## config.mk

```make
export PLATFORM = sky130hd
export DESIGN_NAME = uart_rx_cfg
export DESIGN_NICKNAME = d
export VERILOG_FILES = /design/src/rtl/uart_rx_cfg.sv
export SDC_FILE = /design/constraint.sdc
export NUM_CORES = 1
export LEC_CHECK = 0
export CAP_MARGIN = 40
export CORE_MARGIN = 4
export CORE_UTILIZATION = 60
export DETAILED_ROUTE_END_ITERATION = 10
export MAX_ROUTING_LAYER = met4
export PLACE_DENSITY = 0.84
export SETUP_SLACK_MARGIN = 0.1
export SLEW_MARGIN = 20
export SYNTH_ARGS = -nofsm -noshare
export SYNTH_HDL_FRONTEND = slang
export SYNTH_SLANG_ARGS = --single-unit
```

## constraint.sdc

```tcl
create_clock -name sclk -period 5.5 [get_ports sclk]
set_clock_uncertainty 0.15 [all_clocks]
set_input_delay 1.375 -clock sclk [delete_from_list [all_inputs] [get_ports sclk]]
set_output_delay 1.375 -clock sclk [all_outputs]
set_load 0.01 [all_outputs]
```

## src/rtl/uart_rx_cfg.sv

```systemverilog
// Configurable UART receiver: majority-voted bit sampling, optional parity,
// 1 or 2 stop bits, and a single-entry valid/ready output holding register.
module uart_rx_cfg #(
  parameter int CLK_DIV   = 5208,
  parameter int DATA_BITS = 8,
  parameter int PARITY    = 0,
  parameter int STOP_BITS = 1
) (
  input  logic                 sclk,
  input  logic                 rst,
  input  logic                 rx,
  input  logic                 rx_ready,
  output logic [DATA_BITS-1:0] rx_data,
  output logic                 rx_valid,
  output logic                 frame_err,
  output logic                 parity_err,
  output logic                 overrun_err,
  output logic                 busy
);

  localparam int CNT_W = $clog2(CLK_DIV);
  localparam int MID   = CLK_DIV / 2 - 1;
  localparam logic [CNT_W-1:0] CNT_LAST = CNT_W'(CLK_DIV - 1);
  localparam logic [CNT_W-1:0] SAMP_A   = CNT_W'(MID - 1);
  localparam logic [CNT_W-1:0] SAMP_B   = CNT_W'(MID);
  localparam logic [CNT_W-1:0] SAMP_C   = CNT_W'(MID + 1);
  localparam logic [3:0]       LAST_DATA = 4'(DATA_BITS - 1);
  localparam logic [3:0]       LAST_STOP = 4'(STOP_BITS - 1);

  typedef enum logic [2:0] {IDLE, START, DATA, PAR, STOP, WAIT_IDLE} state_t;

  state_t               state;
  logic                 sync1, sync2, hist;
  logic [CNT_W-1:0]     cnt;
  logic [3:0]           bit_cnt;
  logic                 vote_a, vote_b;
  logic [DATA_BITS-1:0] shift;
  logic                 ferr_acc, perr_acc;

  logic start_cond, vote, decide, wrap, eof, frame_bad, par_bad;

  assign start_cond = hist & ~sync2;
  assign vote       = (vote_a & vote_b) | (vote_a & sync2) | (vote_b & sync2);
  assign decide     = (cnt == SAMP_C);
  assign wrap       = (cnt == CNT_LAST);
  assign eof        = (state == STOP) && decide && (bit_cnt == LAST_STOP);
  assign frame_bad  = ferr_acc | ~vote;
  assign par_bad    = ((^shift) ^ vote) != (PARITY == 1);
  assign busy       = (state != IDLE);

  // Synchronizer and history flops reset high so an idle line never looks like a start.
  always_ff @(posedge sclk) begin
    if (rst) begin
      sync1 <= 1'b1;
      sync2 <= 1'b1;
      hist  <= 1'b1;
    end else begin
      sync1 <= rx;
      sync2 <= sync1;
      hist  <= sync2;
    end
  end

  always_ff @(posedge sclk) begin
    if (rst) begin
      state    <= IDLE;
      cnt      <= '0;
      bit_cnt  <= '0;
      vote_a   <= 1'b0;
      vote_b   <= 1'b0;
      shift    <= '0;
      ferr_acc <= 1'b0;
      perr_acc <= 1'b0;
    end else begin
      if (state == IDLE || state == WAIT_IDLE) cnt <= '0;
      else if (wrap)                           cnt <= '0;
      else                                     cnt <= cnt + 1'b1;
      if (cnt == SAMP_A) vote_a <= sync2;
      if (cnt == SAMP_B) vote_b <= sync2;

      case (state)
        IDLE: begin
          if (start_cond) begin
            state    <= START;
            bit_cnt  <= '0;
            ferr_acc <= 1'b0;
            perr_acc <= 1'b0;
          end
        end
        START: begin
          if (decide && vote) begin
            state <= IDLE;
            cnt   <= '0;
          end else if (wrap) begin
            state   <= DATA;
            bit_cnt <= '0;
          end
        end
        DATA: begin
          if (decide) shift <= {vote, shift[DATA_BITS-1:1]};
          if (wrap) begin
            if (bit_cnt == LAST_DATA) begin
              bit_cnt <= '0;
              state   <= (PARITY != 0) ? PAR : STOP;
            end else begin
              bit_cnt <= bit_cnt + 4'd1;
            end
          end
        end
        PAR: begin
          if (decide) perr_acc <= par_bad;
          if (wrap)   state    <= STOP;
        end
        STOP: begin
          if (decide) ferr_acc <= frame_bad;
          // A low final stop bit may be a break; wait for the line to recover.
          if (eof) begin
            state <= vote ? IDLE : WAIT_IDLE;
            cnt   <= '0;
          end else if (wrap) begin
            bit_cnt <= bit_cnt + 4'd1;
          end
        end
        WAIT_IDLE: begin
          if (sync2) state <= IDLE;
        end
        default: state <= IDLE;
      endcase
    end
  end

  // Holding register: a frame finishing while the slot is full and not being drained is dropped.
  always_ff @(posedge sclk) begin
    if (rst) begin
      rx_data     <= '0;
      rx_valid    <= 1'b0;
      frame_err   <= 1'b0;
      parity_err  <= 1'b0;
      overrun_err <= 1'b0;
    end else begin
      overrun_err <= 1'b0;
      if (eof) begin
        if (!rx_valid || rx_ready) begin
          rx_data    <= shift;
          frame_err  <= frame_bad;
          parity_err <= perr_acc;
          rx_valid   <= 1'b1;
        end else begin
          overrun_err <= 1'b1;
        end
      end else if (rx_valid && rx_ready) begin
        rx_valid <= 1'b0;
      end
    end
  end

endmodule
```

==> flow_metrics.tcl <==
set metrics [dict create \
    yosys.area.top_type "dfxtp_1" \
    ir_drop_mv 0.195 \
    syn_avg_cell_area_um2 9.29 \
    cap_violations 0 \
    cp-end-kind "output port" \
    async_reset_ff_share_pct 0 \
    cts_tree "done" \
    crit_chain "nor3_1 > inv_1 > clkdlybuf4s50_1" \
    antenna_found_initial 0 \
    mostFrequentLayoutCells "dfxtp_1, nor2_1, mux2i_1, clkdlybuf4s50_1, xnor2_1" \
    final_antenna_net_count 0 \
    max_slew_margin_pct 54.7 \
    critPathCapture "busy" \
    routabilityCongestion 0.847 \
    vias 1775 \
    netlist_instances 249 \
    dp_hpwl_mm 3.09 \
    cp_slowest_cell "dfxtp_1" \
    run_status "completed" \
    ys_seq_elements 47 \
    dieWidth_um 70.1 \
    synth_nets 258 \
    synth.area.top_cells "dfxtp_1, mux2i_1, nor2_1, xnor2_1, xor2_1" \
    fillCellCount 293 \
    yosysSeqAreaShare_pct 40.7 \
    grt_max_degree 31 \
    r2r-start "cnt[10]" \
    critPathMaxFanout 17 \
    antenna_cells 0 \
    hold_buffers 0 \
    yosys_most_used_dff "dfxtp_1" \
    p_leak_nw 0.897 \
    max_stage_delay_ns 0.77 \
    pre_cts_slack_ns 2.21 \
    synth_warnings 0 \
    rrSetupSlack_ns 2.82 \
    via_per_inst 5.69 \
    crit_type "register to output port" \
    worst_skew_pair.late_latency_ns 0.31 \
    drive_gt1_share_pct 9.47 \
    area_delta_synth_final_pct 12.3 \
    start_kind "register" \
    core_area_mm2 0.00369 \
    final_common_cell "dfxtp_1" \
    cts.repair.resized 0 \
    cts_made_buffers 5 \
    r2r_cells 6 \
    ios 17 \
    cts.htree.levels 2 \
    finalSetupViolations 0 \
    setup_ws_ns 2.10 \
    r2r_end "rx_data[3]" \
    syn_area_mm2 0.00231 \
    cts_setup_buffers 0 \
    cts_buffer_depth 2 \
    met2_usage_pct 32.1 \
    dieArea_mm2 0.00491 \
    cts_root_buffer "clkbuf_8" \
    synth_top_area_share_pct 40.7 \
    cts.sinks 47 \
    nets 272 \
    row_count 22 \
    start_util_pct 62.7 \
    crit_required_ns 3.97 \
    drtIter0Drc 197 \
    fmax_ghz 0.294 \
    portBuffers 16 \
    totalNegativeSetupSlack_ns 0 \
    wl_mm 4.41 \
    critPathLaunch "state[0]" \
    grt_use_met3_pct 5.18 \
    grt_pass1_vias 1709 \
    hold_viol_final 0 \
    rsz0062_at_grt "false" \
    synth_edf_count 0 \
    wl_per_cell_um 14.1 \
    synth_cell_types 53 \
    gr-total-overflow 0 \
    globalRouteMet1Util_pct 27.2 \
    grt.busiest_layer "met2" \
    clkTransAtPathRegs_ns 0.09 \
    fin_crit_ns 3.40 \
    drt-pass1-iter-count 4 \
    hold_path_class "register to register" \
    fin_crit_sh_pct 61.8 \
    drc 0 \
    grt_pass1_wl_mm 8.13 \
    grt_usage_pct 21.1 \
    arrival_ns 1.87 \
    fp.dieH_um 70.1 \
    drv_slew 0 \
    worst_pin_slew_ns 0.678 \
    powerDensity_mw_per_mm2 271 \
]
[worst min path at each step]
stage	start	to	slack [ns]	cells past startpoint
detailed placement	sync1	sync2	0.25	1
CTS	sync1	sync2	0.27	1
global route	sync1	sync2	0.28	1
global placement	sync1	sync2	0.24	1
floorplan	sync1	sync2	0.24	1
finish	sync1	sync2	0.27	1
[per-layer routing]
layer	up-vias	wire length, um
met3	6	133
li1	899	-
met4	0	65
met2	26	2140
met5	-	0
met1	844	2070
[worst max-delay path, delay by kind of cell (launching register included)]
kind / cells / cell delay [ns]
buffers and inverters: 2 / 0.61
DFF: 1 / 0.77
and+or+nand+nor: 1 / 0.18
[final cells by class]
type,instances,area [um^2],share of cell area [%]
flip-flops and latches,47,941,36.2
repair buffers,19,183,7.03
clock inverters,2,38.8,1.49
multi-input cells,180,1250,48.3
well taps,48,60.1,2.31
inverters,10,37.5,1.45
clock buffers,6,82.6,3.18
[synthesized netlist by cell type (2+ instances only)]
| cell | n |
|---|---|
| xnor2_1 | 11 |
| clkbuf_1 | 7 |
| nand3_1 | 9 |
| and3_1 | 3 |
| o21ai_0 | 4 |
| a2111oi_0 | 2 |
| o31ai_1 | 2 |
| xor2_1 | 8 |
| nor3_1 | 4 |
| dfxtp_1 | 47 |
| nand4_1 | 2 |
| nand2b_1 | 2 |
| a211oi_1 | 4 |
| a31oi_1 | 2 |
| nor3_4 | 2 |
| o21a_1 | 3 |
| nor2_1 | 42 |
| buf_6 | 3 |
| inv_1 | 10 |
| nand2_1 | 10 |
| a21oi_1 | 10 |
| or2_2 | 4 |
| a32oi_1 | 2 |
| ha_1 | 5 |
| mux2i_1 | 20 |
| nor3b_1 | 4 |
[registers in the layout, summed over array words and instances, names as in the netlist]
signal,cells
vote_b,1
hist,1
state,3
ferr_acc,1
rx_valid,1
rx_data,8
bit_cnt,4
parity_err,1
shift,8
cnt,13
perr_acc,1
sync1,1
sync2,1
overrun_err,1
vote_a,1
frame_err,1
[cell families (layout without fill, tap and decap cells)]
| group | Yosys count | count (layout) | synth area share (%) |
|---|---|---|---|
| xor gates and xnor gates | 20 | 20 | 8.17 |
| muxes | 21 | 21 | 9.14 |
| DFF | 47 | 47 | 40.7 |
| adders and majority gates | 6 | 6 | 3.14 |
| and+or+nand+nor | 97 | 97 | 23.0 |
| AOI/OAI and AO/OA | 36 | 36 | 10.8 |
| buffers and inverters | 22 | 37 | 5.08 |
[per-stage QoR]
step                total power, mW  cell area [um^2]  std cells  hold slack (ns)  util [%]
floorplan                     0.434              2310        249            0.239         -
global placement              0.443              2470        303            0.243      66.9
detailed placement            0.444              2480        304            0.250      67.1
CTS                           0.711              2600        312            0.271      70.4
global route                  0.739              2600        312            0.283      70.4
finish                        0.705              2600        312            0.267      70.4
[where the power goes]
part | switching (mW) | internal, mW
sequential | 0.0188 | 0.345
combinational | 0.0409 | 0.0323
clock | 0.118 | 0.149
Note: power is estimated with default switching activity, not from simulation.
